## src/rtl/sdr_16_pkg.sv

```systemverilog
// sdr_16_pkg: shared SDR-16 controller constants and arbiter state encoding
//   SDR_DATA_W / SDR_ADR_W   - SDRAM data and address widths
//   ARB_*                    - port arbiter defaults (ports, refresh spacing, urgency, saturation)
//   arb_state_t              - arbiter FSM encoding
package sdr_16_pkg;
    localparam int SDR_DATA_W         = 16;
    localparam int SDR_ADR_W          = 24;
    localparam int ARB_NPORTS         = 4;
    localparam int ARB_REFRESH_CYCLES = 780;
    localparam int ARB_URGENT_LEVEL   = 4;
    localparam int ARB_MAX_PENDING    = 8;
    typedef enum logic [2:0] {
        ARB_WAIT_INIT,
        ARB_IDLE,
        ARB_GRANT,
        ARB_BUSY,
        ARB_RFR
    } arb_state_t;
endpackage

```

## src/rtl/sdr_16_port_arbiter_if.sv

```systemverilog
// sdr_16_port_arbiter_if: requester/controller <-> arbiter signal bundle
//   req, state_idle, cmd_aref                       - driven by requesters and controller (master)
//   gnt, port_sel, refresh_req, busy, refresh_overflow - driven by the arbiter (slave)
interface sdr_16_port_arbiter_if
    import sdr_16_pkg::*;
#(
    parameter int NPORTS = ARB_NPORTS
);
    logic [NPORTS-1:0]         req;
    logic                      state_idle;
    logic                      cmd_aref;
    logic [NPORTS-1:0]         gnt;
    logic [$clog2(NPORTS)-1:0] port_sel;
    logic                      refresh_req;
    logic                      busy;
    logic                      refresh_overflow;
    modport master (
        output req, state_idle, cmd_aref,
        input  gnt, port_sel, refresh_req, busy, refresh_overflow
    );
    modport slave (
        input  req, state_idle, cmd_aref,
        output gnt, port_sel, refresh_req, busy, refresh_overflow
    );
endinterface

```

## src/rtl/sdr_16_rr_pick.sv

```systemverilog
// sdr_16_rr_pick: combinational round-robin priority encoder
//   req   - request vector
//   ptr   - highest-priority port this round
//   oh    - one-hot winner, zero when no request
//   idx   - encoded winner
//   valid - any request present
module sdr_16_rr_pick
    import sdr_16_pkg::*;
#(
    parameter int NPORTS = ARB_NPORTS
) (
    input  logic [NPORTS-1:0]         req,
    input  logic [$clog2(NPORTS)-1:0] ptr,
    output logic [NPORTS-1:0]         oh,
    output logic [$clog2(NPORTS)-1:0] idx,
    output logic                      valid
);
    localparam int SW = $clog2(NPORTS);
    logic [SW:0] pos;
    always_comb begin
        oh    = '0;
        idx   = '0;
        valid = 1'b0;
        pos   = '0;
        for (int i = 0; i < NPORTS; i++) begin
            // scan from ptr upward, wrapping modulo NPORTS
            pos = {1'b0, ptr} + (SW+1)'(i);
            pos = pos >= (SW+1)'(NPORTS) ? pos - (SW+1)'(NPORTS) : pos;
            if (!valid && req[pos[SW-1:0]]) begin
                valid = 1'b1;
                idx   = pos[SW-1:0];
            end
        end
        oh[idx] = valid;
    end
endmodule

```

## src/rtl/sdr_16_port_arbiter.sv

```systemverilog
// sdr_16_port_arbiter: round-robin SDRAM port arbiter with refresh credit scheduling
//   sdram_clk   - sole clock
//   sdram_rst_n - synchronous active-low reset
//   arb         - slave side of sdr_16_port_arbiter_if (requests, controller status, grants)
module sdr_16_port_arbiter
    import sdr_16_pkg::*;
#(
    parameter int NPORTS         = ARB_NPORTS,
    parameter int REFRESH_CYCLES = ARB_REFRESH_CYCLES,
    parameter int URGENT_LEVEL   = ARB_URGENT_LEVEL,
    parameter int MAX_PENDING    = ARB_MAX_PENDING
) (
    input logic                   sdram_clk,
    input logic                   sdram_rst_n,
    sdr_16_port_arbiter_if.slave  arb
);
    localparam int SW = $clog2(NPORTS);
    localparam int CW = $clog2(MAX_PENDING + 1);
    localparam int TW = $clog2(REFRESH_CYCLES);
    arb_state_t        state;
    logic [TW-1:0]     timer;
    logic [CW-1:0]     credits;
    logic [SW-1:0]     rr_ptr;
    logic [NPORTS-1:0] pick_oh;
    logic [SW-1:0]     pick_idx;
    logic              pick_valid;
    logic              add;
    logic              sub;
    logic              sat;
    sdr_16_rr_pick #(.NPORTS(NPORTS)) u_pick (
        .req   (arb.req),
        .ptr   (rr_ptr),
        .oh    (pick_oh),
        .idx   (pick_idx),
        .valid (pick_valid)
    );
    assign add      = timer == '0;
    // only refreshes we asked for consume credits; stray pulses during init are ignored
    assign sub      = arb.cmd_aref && state == ARB_RFR && credits != '0;
    assign sat      = credits == CW'(MAX_PENDING);
    assign arb.busy = state != ARB_IDLE;
    always_ff @(posedge sdram_clk) begin
        if (!sdram_rst_n) begin
            state                <= ARB_WAIT_INIT;
            arb.gnt              <= '0;
            arb.port_sel         <= '0;
            arb.refresh_req      <= 1'b0;
            arb.refresh_overflow <= 1'b0;
            credits              <= '0;
            rr_ptr               <= '0;
            timer                <= TW'(REFRESH_CYCLES - 1);
        end else begin
            timer   <= add ? TW'(REFRESH_CYCLES - 1) : timer - 1'b1;
            credits <= add && !sub ? (sat ? credits : credits + 1'b1) :
                       sub && !add ? credits - 1'b1 : credits;
            if (add && !sub && sat)
                arb.refresh_overflow <= 1'b1;
            case (state)
                ARB_WAIT_INIT: if (arb.state_idle) state <= ARB_IDLE;
                ARB_IDLE: begin
                    if (credits >= CW'(URGENT_LEVEL) || (credits != '0 && arb.req == '0)) begin
                        state           <= ARB_RFR;
                        arb.refresh_req <= 1'b1;
                    end else if (pick_valid) begin
                        state        <= ARB_GRANT;
                        arb.gnt      <= pick_oh;
                        arb.port_sel <= pick_idx;
                    end
                end
                ARB_GRANT: begin
                    // controller leaving idle commits the grant even if req drops that cycle
                    if (!arb.state_idle)
                        state <= ARB_BUSY;
                    else if (!arb.req[arb.port_sel]) begin
                        state   <= ARB_IDLE;
                        arb.gnt <= '0;
                    end
                end
                ARB_BUSY: begin
                    if (arb.state_idle) begin
                        state   <= ARB_IDLE;
                        arb.gnt <= '0;
                        rr_ptr  <= arb.port_sel == SW'(NPORTS - 1) ? '0 : arb.port_sel + 1'b1;
                    end
                end
                ARB_RFR: begin
                    if (arb.cmd_aref)
                        arb.refresh_req <= 1'b0;
                    if (!arb.refresh_req && arb.state_idle)
                        state <= ARB_IDLE;
                end
                default: state <= ARB_WAIT_INIT;
            endcase
        end
    end
endmodule

```

## src/flat_wrapper.sv

```systemverilog
// flat-port wrapper written by rule: the top's interface ports become plain ports
module sdr_16_port_arbiter_flat import sdr_16_pkg::*;
#(
    parameter int NPORTS         = ARB_NPORTS,
    parameter int REFRESH_CYCLES = ARB_REFRESH_CYCLES,
    parameter int URGENT_LEVEL   = ARB_URGENT_LEVEL,
    parameter int MAX_PENDING    = ARB_MAX_PENDING
)
  (sdram_clk, sdram_rst_n, arb_req, arb_state_idle, arb_cmd_aref, arb_gnt, arb_port_sel, arb_refresh_req, arb_busy, arb_refresh_overflow);
  sdr_16_port_arbiter_if #(.NPORTS(NPORTS)) arb_i ();
  input logic sdram_clk;
  input logic sdram_rst_n;
  input wire logic [$bits(arb_i.req)-1:0] arb_req;
  input wire logic [$bits(arb_i.state_idle)-1:0] arb_state_idle;
  input wire logic [$bits(arb_i.cmd_aref)-1:0] arb_cmd_aref;
  output wire logic [$bits(arb_i.gnt)-1:0] arb_gnt;
  output wire logic [$bits(arb_i.port_sel)-1:0] arb_port_sel;
  output wire logic [$bits(arb_i.refresh_req)-1:0] arb_refresh_req;
  output wire logic [$bits(arb_i.busy)-1:0] arb_busy;
  output wire logic [$bits(arb_i.refresh_overflow)-1:0] arb_refresh_overflow;
  assign arb_i.req = arb_req;
  assign arb_i.state_idle = arb_state_idle;
  assign arb_i.cmd_aref = arb_cmd_aref;
  assign arb_gnt = arb_i.gnt;
  assign arb_port_sel = arb_i.port_sel;
  assign arb_refresh_req = arb_i.refresh_req;
  assign arb_busy = arb_i.busy;
  assign arb_refresh_overflow = arb_i.refresh_overflow;
  sdr_16_port_arbiter #(.NPORTS(NPORTS), .REFRESH_CYCLES(REFRESH_CYCLES), .URGENT_LEVEL(URGENT_LEVEL), .MAX_PENDING(MAX_PENDING)) u_core (.sdram_clk(sdram_clk), .sdram_rst_n(sdram_rst_n), .arb(arb_i));
endmodule
```

## config.mk

```make
export PLATFORM = sky130hd
export DESIGN_NAME = sdr_16_port_arbiter_flat
export DESIGN_NICKNAME = d
export VERILOG_FILES = /design/src/rtl/sdr_16_pkg.sv /design/src/rtl/sdr_16_port_arbiter_if.sv /design/src/rtl/sdr_16_rr_pick.sv /design/src/rtl/sdr_16_port_arbiter.sv /design/src/flat_wrapper.sv
export SDC_FILE = /design/constraint.sdc
export NUM_CORES = 1
export LEC_CHECK = 0
export CAP_MARGIN = 25
export CORE_ASPECT_RATIO = 2
export CORE_MARGIN = 2
export CORE_UTILIZATION = 50
export CTS_BUF_LIST = sky130_fd_sc_hd__clkbuf_16
export DETAILED_ROUTE_END_ITERATION = 10
export HOLD_SLACK_MARGIN = 0.15
export PLACE_DENSITY = 0.87
export SLEW_MARGIN = 30
export SYNTH_ARGS = -nofsm -noshare
export SYNTH_HDL_FRONTEND = slang
export SYNTH_SLANG_ARGS = --single-unit
```

## constraint.sdc

```tcl
create_clock -name sdram_clk -period 2.3 [get_ports sdram_clk]
set_input_delay 0.23 -clock sdram_clk [delete_from_list [all_inputs] [get_ports sdram_clk]]
set_output_delay 0.23 -clock sdram_clk [all_outputs]
set_load 0.03 [all_outputs]
```

## Word-level counts from Yosys, hierarchy flattened

Cells that the tools add are included.

- Logic and storage cells: 130
- Output and inout bits: 9
- Register bits after elaboration: 27
- Input bits: 8

- Bitwise logic cells: 3
- $add $sub $neg: 11
- Multiplexer cells: 44
- $lt $le $gt $ge: 12
- Reduce and logical (&&, ||, !) cells: 33
- Equal/unequal tests: 19

Operators with widths:

| kind | count |
|---|---|
| 4-bit two-way mux | 8 |
| 2-bit by 3-bit < comparator with 1-bit output (second input constant) | 6 |
| 2-bit two-way mux | 9 |
| 3-bit two-way mux | 6 |
| 2-bit != test (second input constant) | 7 |
| 1-bit two-way mux | 12 |
| 3-bit case mux with 4 select lines | 1 |
| 4-bit case mux with 3 select lines | 1 |
| 1-bit logical AND | 11 |
| 1-bit binary-select mux with 2-bit select | 5 |
| 10-bit zero test | 1 |
| 10-bit by 1-bit subtractor with 10-bit output (second input constant) | 1 |
| 3-bit >= comparator (second input constant) | 3 |
| 2-bit by 1-bit subtractor with 2-bit output (second input constant) | 4 |
| 2-bit by 2-bit adder with 3-bit output (second input constant) | 2 |
| 3-bit by 2-bit equality test with 1-bit output (second input constant) | 2 |
| 1-bit zero test | 6 |
| 2-bit by 1-bit != test with 1-bit output (second input constant) | 3 |
| 3-bit by 1-bit != test with 1-bit output (second input constant) | 2 |
| 3-bit AND reduction | 2 |
| 6-bit AND reduction | 1 |
| 4-bit by 1-bit adder with 4-bit output (second input constant) | 1 |
| 4-bit AND | 1 |
| 4-bit equality test (second input constant) | 1 |
| other kinds (22) | 26 |

## Longest topological paths before layout

Gate-level depths: netlist of the first run.

- Word-level depth: 22
- Depth in mapped cells: 11

## Modules after synthesis

A second synthesis of the first run with hierarchy kept.

- Cell total of the unflattened synthesis: 189
- Area, all modules: 1557.7 um^2

By module, submodules not included:

| module | area an instance (um^2) | seq. area each (um^2) | cells an instance | times used |
|---|---|---|---|---|
| sdr_16_port_arbiter | 1375.1 | 540.5 | 157 | 1 |
| sdr_16_rr_pick | 182.7 | 0.0 | 32 | 1 |

## Worst setup path before layout of the first run

Ideal clock, no wire load.

- Kind: reg2reg
- Start point: register u_core.timer[0]
- End point: register u_core.credits[3]
- Setup time: 0.136 ns
- Data arrival time: 2.158 ns
- Stages on the path, launching flop included: 12
- Slack: 0.007 ns
- Required time: 2.164 ns
- Path through: dfxtp_1 inv_1 ha_1 nor4b_1 and3_1 nand2_1 ha_1 a21o_1 a21oi_1 nor3_1 a41oi_1 a31oi_1

- Cells in the longest elaborated chain, start to end: 5

Ends and longest elaborated chain:

| what | line | text |
|---|---|---|
| start: declaration | sdr_16_port_arbiter.sv:21 | `logic [TW-1:0] timer;` |
| start signal: assignment | sdr_16_port_arbiter.sv:51 | `timer <= TW'(REFRESH_CYCLES - 1);` |
| start signal: assignment | sdr_16_port_arbiter.sv:53 | `timer <= add ? TW'(REFRESH_CYCLES - 1) : timer - 1'b1;` |
| 10-bit zero test (*) | sdr_16_port_arbiter.sv:37 | `assign add = timer == '0;` |
| 1-bit zero test | sdr_16_port_arbiter.sv:55 | `sub && !add ? credits - 1'b1 : credits;` |
| 1-bit logical AND | sdr_16_port_arbiter.sv:55 |  |
| 2-bit nonzero test (no line) | - |  |
| 2-bit AND reduction (no line) | - |  |
| end signal: assignment | sdr_16_port_arbiter.sv:54 | `credits <= add && !sub ? (sat ? credits : credits + 1'b1) :` |
| end: declaration | sdr_16_port_arbiter.sv:22 | `logic [CW-1:0] credits;` |

Mark *: on every way between the ends. The rest lies on a longest branch, timed or not.
A chain may end at the register's enable or synchronous reset.

## Final worst setup path of the first run

Same ends and word-level chain as after synthesis.

==> results of run 1 <==
## repair_timing
item	in CTS	in global routing
endpoints found under the setup margin	1	1
buffers inserted	0	1
pin swaps	0	4
resized for setup	2	7
## kinds of logic (layout without fill, tap and decap cells)
group	Yosys count	in the layout	synth area share [%]
AO/OA/AOI/OAI	32	32	14.6
XOR/XNOR	9	9	5.26
adder cells (fa/ha/maj)	6	6	5.51
buffers and inverters	11	47	4.51
flip-flops	27	27	36.1
multiplexers	8	8	6.68
AND/OR/NAND/NOR	75	75	27.3
## report_power, final
| group | switching, mW | internal (mW) |
|---|---|---|
| Combinational | 0.244 | 0.215 |
| Clock | 0.159 | 0.235 |
| Sequential | 0.0248 | 0.505 |
## cell usage in the layout (no fill, tap or decap), types with 2 or more instances in the layout
| cell type | instances |
|---|---|
| dfxtp_1 | 27 |
| nor2_1 | 22 |
| buf_4 | 21 |
| clkdlybuf4s50_1 | 16 |
| nand2_1 | 15 |
| a21oi_1 | 7 |
| inv_1 | 6 |
| nand2b_1 | 6 |
| xor2_1 | 6 |
| o32ai_1 | 5 |
| nand3_1 | 5 |
| ha_1 | 5 |
| o21ai_0 | 4 |
| nor3_1 | 4 |
| mux2i_1 | 4 |
| nor2b_1 | 3 |
| a21o_1 | 3 |
| nor4_1 | 3 |
| xnor2_1 | 3 |
| clkbuf_16 | 3 |
| nor4b_4 | 2 |
| or3_1 | 2 |
| a21boi_0 | 2 |
| nor3b_1 | 2 |
| nand3b_1 | 2 |
| mux2_2 | 2 |
## routing by layer
metal	track usage [%]	wire (um)	up-vias	share of wire [%]
li1	-	-	678	-
met1	20.3	1320	678	34
met2	48.3	2280	32	59
met3	2.89	115	12	3.0
met4	10.9	119	0	3.1
met5	0	0	-	0
## worst max path at each step
| stage | to | cells after the start | slack [ps] | from |
|---|---|---|---|---|
| floorplan | u_core.credits[3] | 11 | 7 | u_core.timer[0] |
| global placement | u_core.credits[3] | 10 | 40 | arb_cmd_aref |
| detailed placement | u_core.credits[3] | 11 | -100 | u_core.timer[0] |
| CTS | u_core.credits[3] | 11 | 20 | u_core.timer[0] |
| global route | u_core.credits[3] | 11 | -70 | u_core.timer[0] |
| finish | u_core.credits[3] | 11 | 50 | u_core.timer[0] |
## tightest hold or removal path, delay by kind of cell (launching register included)
| kind | cells | cell delay (ps) |
|---|---|---|
| and+or+nand+nor | 1 | 50 |
| DFF | 1 | 310 |
| AOI/OAI and AO/OA | 1 | 60 |
## through the flow
stage | hold slack (ps) | instances
6_report | 477 | 234
5_1_grt | 497 | 234
4_1_cts | 483 | 233
3_5_place_dp | 474 | 229
3_3_place_gp | 464 | 229
2_1_floorplan | 385 | 168
## final cells by class
class | instances | share of cell area (%)
tap | 30 | 1.95
multi-input combinational | 130 | 48.2
sequential | 27 | 28.0
clock buffer | 3 | 3.89
clock inverter | 1 | 0.259
inverter | 6 | 1.17
timing repair buffer | 37 | 16.5
## flip-flops by register name (all words and copies together) (netlist names)
register,count
u_core.credits,4
u_core.arb.gnt,4
u_core.arb.refresh_overflow,1
u_core.arb.refresh_req,1
u_core.state,3
u_core.rr_ptr,2
u_core.timer,10
u_core.arb.port_sel,2
==> results by group, run 1 <==
Timing
  • Crit share post-route: a little over nine tenths
  • Max Clock Freq: 445 MHz
  • Final setup fails: 0
  • Setup tns final: 0 ps
  • Setup slack after layout: 51.5 ps
  • Slew Viols, Final: 0
  • Tmin final: about 2200 ps
  • Hold Violations, Final: 0
  • Worst Max-Slew Pin Slew: a little over 400 ps
  • Relative slew slack: around 72%
  • Clock Skew: between 1.5 and 2 ps

Clocking
  • CTS Sinks: 27
  • Hold-fix buffers, CTS: 0
  • CTS clk-pin slew, worst paths: approximately 60 ps
  • CTS tree: built
  • Max H-tree Level: 1
  • Root buf cell: clkbuf_16
  • Clock insertion delay at the later pin of the skew report: 260 ps
  • Clock buffer depth: 2
  • CTS Buf Count: 3

Synth
  • #FFs+latches synth: 27
  • Primary FF master, synth: dfxtp_1
  • Yosys warning count: 0
  • Post-Syn Instances: between 150 and 200
  • Most frequent cell after synthesis: dfxtp_1
  • Top post-synthesis cells by area: dfxtp_1, nor2_1, ha_1
  • Mapped cell area: ~1500 sq um
  • Post-synth top area cell: dfxtp_1
  • Syn Nets: about 180
  • Synth unique cells: 46
  • Post-synth top area share: a little over a third
  • Commonest cells post-synth: dfxtp_1, nor2_1, nand2_1, a21oi_1
  • Asr flop ratio synth: 0%
  • EDFF count, synth: 0
  • Avg Inst Size Synth: between 8 and 9 sq um
  • Sequential area share after synthesis: between 30 and 40%

Global route
  • GR Util All Layers: a little under a quarter
  • Largest net degree at the start of global routing: 16
  • First-pass GRT wire length: just over 6000 um
  • Antenna violations before repair: 0
  • Vias in the first global route: roughly 1400
  • GR Overflow Total: 0

Worst hold path
  • Hold Path Origin: u_core.arb.gnt[2]
  • Worst Hold Class: flop to flop
  • Worst hold path depth: 2
  • WHS Endpoint: u_core.arb.gnt[2]

Route
  • Drt via density: 5.98
  • DR WL/cell: between 15 and 20 um
  • Violation count after the first detailed-routing iteration: between 40 and 50
  • DRC viols: 0
  • Vias: between 1000 and 1500
  • Final WL: 3830 um
  • TritonRoute pass-1 iters: 4
  • Post-route ant nets: 0

Floorplan
  • DIE AREA: between 3000 and 4000 sq um
  • Top Ports: 17
  • Die width: ~43 um
  • Starting Density: 51.5%
  • Placeable Area: between 2000 and 3000 sq um
  • Die height: between 80 and 90 um
  • Num rows: 28

Power
  • Power Total: between 1 and 1.5 mW
  • Maximum VDD drop: around 550 uV
  • Power per cell area: 717 nW/um^2
  • Static Leak: slightly below 0.8 nW

Finish
  • Fill cells: ~250
  • Antenna diodes: 0
  • Final net count: 219
  • Area Growth Syn to Fin: 28.8%
  • Final Core Density: about 66%
  • Design area: approximately 1900 sq um
  • Share of cells above drive strength 1: 19.6%
  • Multi-input logic area: between 900 and 1000 sq um
  • Seq. cell area: 541 sq um

Worst setup path
  • Required @ worst endpoint: roughly 2400 ps
  • Slowest cell on crit path: dfxtp_1
  • Worst-path fanout max: 5
  • Crit path DAT: approximately 2400 ps
  • Critical path type: flop to flop
  • Critical path cell sequence: inv_1 -> ha_1 -> nor4b_4 -> and3_4 -> nand2_2 -> ha_1 -> a21o_1 -> a21oi_4 -> nand3_1 -> o311ai_2 -> a31oi_1
  • Worst Setup Start Kind: flop
  • Crit-path max cell delay: around 320 ps
  • CP endpoint kind: flop
  • Reg2Reg Setup Slack: approximately 51 ps
  • Reg2reg end: u_core.credits[3]
  • Worst reg2reg path startpoint: u_core.timer[0]
  • R2R depth: 11
  • Delay-heaviest family, CP: simple AND/OR/NAND/NOR gates
  • Crit-path most repeated cell: ha_1
  • Crit path buf inv count: 1

Placement
  • Input/output buffers: 16
  • RePlAce Congestion: about 0.89
  • Placed inst area: ~1800 sq um
  • Final HPWL DP: about 2800 um
  • Placement Setup Slack: -95.6 ps

Run
  • Max Cap Viol: 0

Run status
  • Status: finished, final reports clean
Power figures use the tool's default switching activity.
==> inputs of run 2 (changes only) <==
--- a/config.mk
+++ b/config.mk
@@ -12,4 +12,5 @@
 export CTS_BUF_LIST = sky130_fd_sc_hd__clkbuf_16
 export DETAILED_ROUTE_END_ITERATION = 10
+export GPL_TIMING_DRIVEN = 0
 export HOLD_SLACK_MARGIN = 0.15
 export PLACE_DENSITY = 0.87
==> constraint.sdc (replaced) <==
create_clock -name sdram_clk -period 2.3 [get_ports sdram_clk]
set_input_delay 0.23 -clock sdram_clk [delete_from_list [all_inputs] [get_ports sdram_clk]]
set_output_delay 0.23 -clock sdram_clk [all_outputs]
set_load 0.05 [all_outputs]
==> run 2 against run 1 <==
  * Critical path depth decreased by 3
  * Critical endpoint unchanged
  * Global-route usage decreased by 2.3 points
  * Register-to-register slack got worse by 80 ps
  * Clock skew increased by 2.1 ps
  * Worst setup slack got worse by 78 ps
  * Die area unchanged
  * Core utilization decreased by 1.5 points
  * Clock power increased by 4%
  * Total power increased by 2.4%
  * Non-clock buffer count decreased by 13
  * The run now ends with setup timing left
==> results by group, run 2 (synthesis results as in run 1) <==
Worst setup path
  • Crit path DAT: approximately 2500 ps
  • Worst reg2reg path startpoint: u_core.credits[1]
  • CP Depth: 8
  • Worst Setup Start Kind: flop
  • R2R depth: 8
  • Critical path cell sequence: or3_4 -> o21ai_2 -> nand2_4 -> ha_4 -> a21o_1 -> a21oi_4 -> or4_4 -> a31oi_2
  • Critical path type: flop to flop
  • Delay-heaviest family, CP: simple AND/OR/NAND/NOR gates
  • CP endpoint kind: flop
  • Crit-path max cell delay: about 440 ps
  • Crit path buf inv count: 0
  • Worst-path fanout max: 6
  • Required @ worst endpoint: 2490 ps
  • Worst setup startpoint: u_core.credits[1]
  • Slowest cell on crit path: or3_4

Floorplan
  • Top Ports: 17
  • Die height: around 81 um
  • Starting Density: between 50% and 60%
  • Num rows: 28
  • DIE AREA: between 3000 and 4000 sq um
  • Placeable Area: 2910 sq um
  • Die width: about 43 um

Clocking
  • Hold-fix buffers, CTS: 0
  • CTS Buf Count: 3
  • CTS Sinks: 27
  • CTS tree: built
  • Max H-tree Level: 1
  • Clock insertion delay at the later pin of the skew report: 260 ps
  • Root buf cell: clkbuf_16
  • Clock buffer depth: 2
  • CTS clk-pin slew, worst paths: 70 ps

Worst hold path
  • Worst Hold Class: input pin to flop
  • Hold Path Origin: sdram_rst_n
  • Worst hold path depth: 2

Power
  • Static Leak: 0.722 nW
  • Sw frac: 32.7%
  • Logic gate share of total power: roughly a third
  • Psw: ~0.46 mW
  • Power per cell area: ~750 nW/um^2
  • Register share of total power: between 30% and 40%
  • Int Power: roughly 0.95 mW
  • Maximum VDD drop: between 500 and 600 uV
  • Clock Power Share: approximately 29%
  • Power Total: about 1.4 mW

Timing
  • Clock Skew: approximately 3.6 ps
  • Hold Violations, Final: 0
  • Setup slack after layout: -26.3 ps
  • Slew Viols, Final: 0
  • Final setup fails: 1
  • Worst Max-Slew Pin Slew: around 630 ps
  • Relative slew slack: 57.5%
  • Tmin final: between 2000 and 2500 ps
  • RSZ-0062 raised after global routing: true
  • Max Clock Freq: around 430 MHz
  • Crit share post-route: 101%

Finish
  • Area Growth Syn to Fin: 25.8%
  • Share of cells above drive strength 1: 17.8%
  • Fill cells: around 240
  • Final net count: 206
  • Most frequent cells in the layout: dfxtp_1, nor2_1, nand2_1, clkdlybuf4s50_1, a21oi_1
  • Antenna diodes: 0
  • Max reg flops: 10
  • Biggest register: u_core.timer
  • Largest regs: u_core.timer: 10 flops, u_core.arb.gnt: 4 flops, u_core.credits: 4 flops
  • Seq. cell area: 543 sq um
  • Commonest non-fill, non-tap cell in the layout: dfxtp_1
  • Multi-input logic area: between 900 and 1000 sq um

Route
  • DR WL/cell: 15.2 um
  • Violation count after the first detailed-routing iteration: 21
  • Final WL: 3360 um
  • Vias: approximately 1300
  • Drt via density: roughly 6
  • DRC viols: 0
  • Post-route ant nets: 0
  • TritonRoute pass-1 iters: 4

Run status
  • Status: finished with violations
  • Violated checks: setup timing

Placement
  • Final HPWL DP: 2270 um
  • Placement Setup Slack: -292 ps
  • Input/output buffers: 15
  • RePlAce Congestion: approximately 0.83

Global route
  • Antenna violations before repair: 0
  • Vias in the first global route: between 1000 and 1500
  • GR Util All Layers: a little over a fifth
  • GR Overflow Total: 0
  • Largest net degree at the start of global routing: 17
  • First-pass GRT wire length: ~5600 um

Run
  • Max Cap Viol: 0
[run 2: metal layers]
metal  global-route usage, %  part of all wire, %  vias up
met5                       0                    0        -
met4                    11.3                  2.1        0
met3                    3.78                  2.9        8
met2                    39.4                   56       24
met1                    20.7                   39      622
li1                        -                    -      647
[run 2: power groups by stage]
| stage | Combinational (mW) | Sequential, mW | Clock, mW |
|---|---|---|---|
| after global routing | 0.524 | 0.534 | 0.424 |
| after CTS | 0.479 | 0.531 | 0.400 |
| after floorplan | 0.323 | 0.583 | 0 |
| after detailed placement | 0.474 | 0.540 | 0 |
| after global placement | 0.471 | 0.538 | 0 |
| final | 0.479 | 0.530 | 0.408 |
[run 2: area by class of cell]
class	instances	area share, %
tap	30	1.99
buffer	5	2.39
clock inverter	1	0.398
sequential	27	28.8
inverter	6	1.20
clock buffer	3	3.98
timing repair buffer	19	9.56
multi-input combinational	130	51.7
[run 2: path summary, 6_finish.rpt]
check,endpoint,slack [ps]
max,u_core.credits[3],-30
min,u_core.state[0],220
max reg2reg,u_core.credits[3],-30
min reg2reg,u_core.timer[0],420
[run 2: repair_timing]
item,in CTS,in global routing
gates resized for setup,11,8
pin swaps,5,4
setup endpoints to repair,1,2
cloned,0,0
setup buffers,3,1
[run 2: through the flow]
step | util [%] | setup TNS (ps) | instance area (sq um) | hold WS [ps] | std cells
final | 64.8 | -26.3 | 1880 | 222 | 221
after global routing | 64.8 | -120 | 1880 | 229 | 221
after global placement | 58.0 | -251 | 1690 | 396 | 213
after floorplan | - | 0 | 1500 | 385 | 168
after detailed placement | 58.0 | -324 | 1690 | 422 | 213
after CTS | 63.2 | 0 | 1840 | 214 | 220
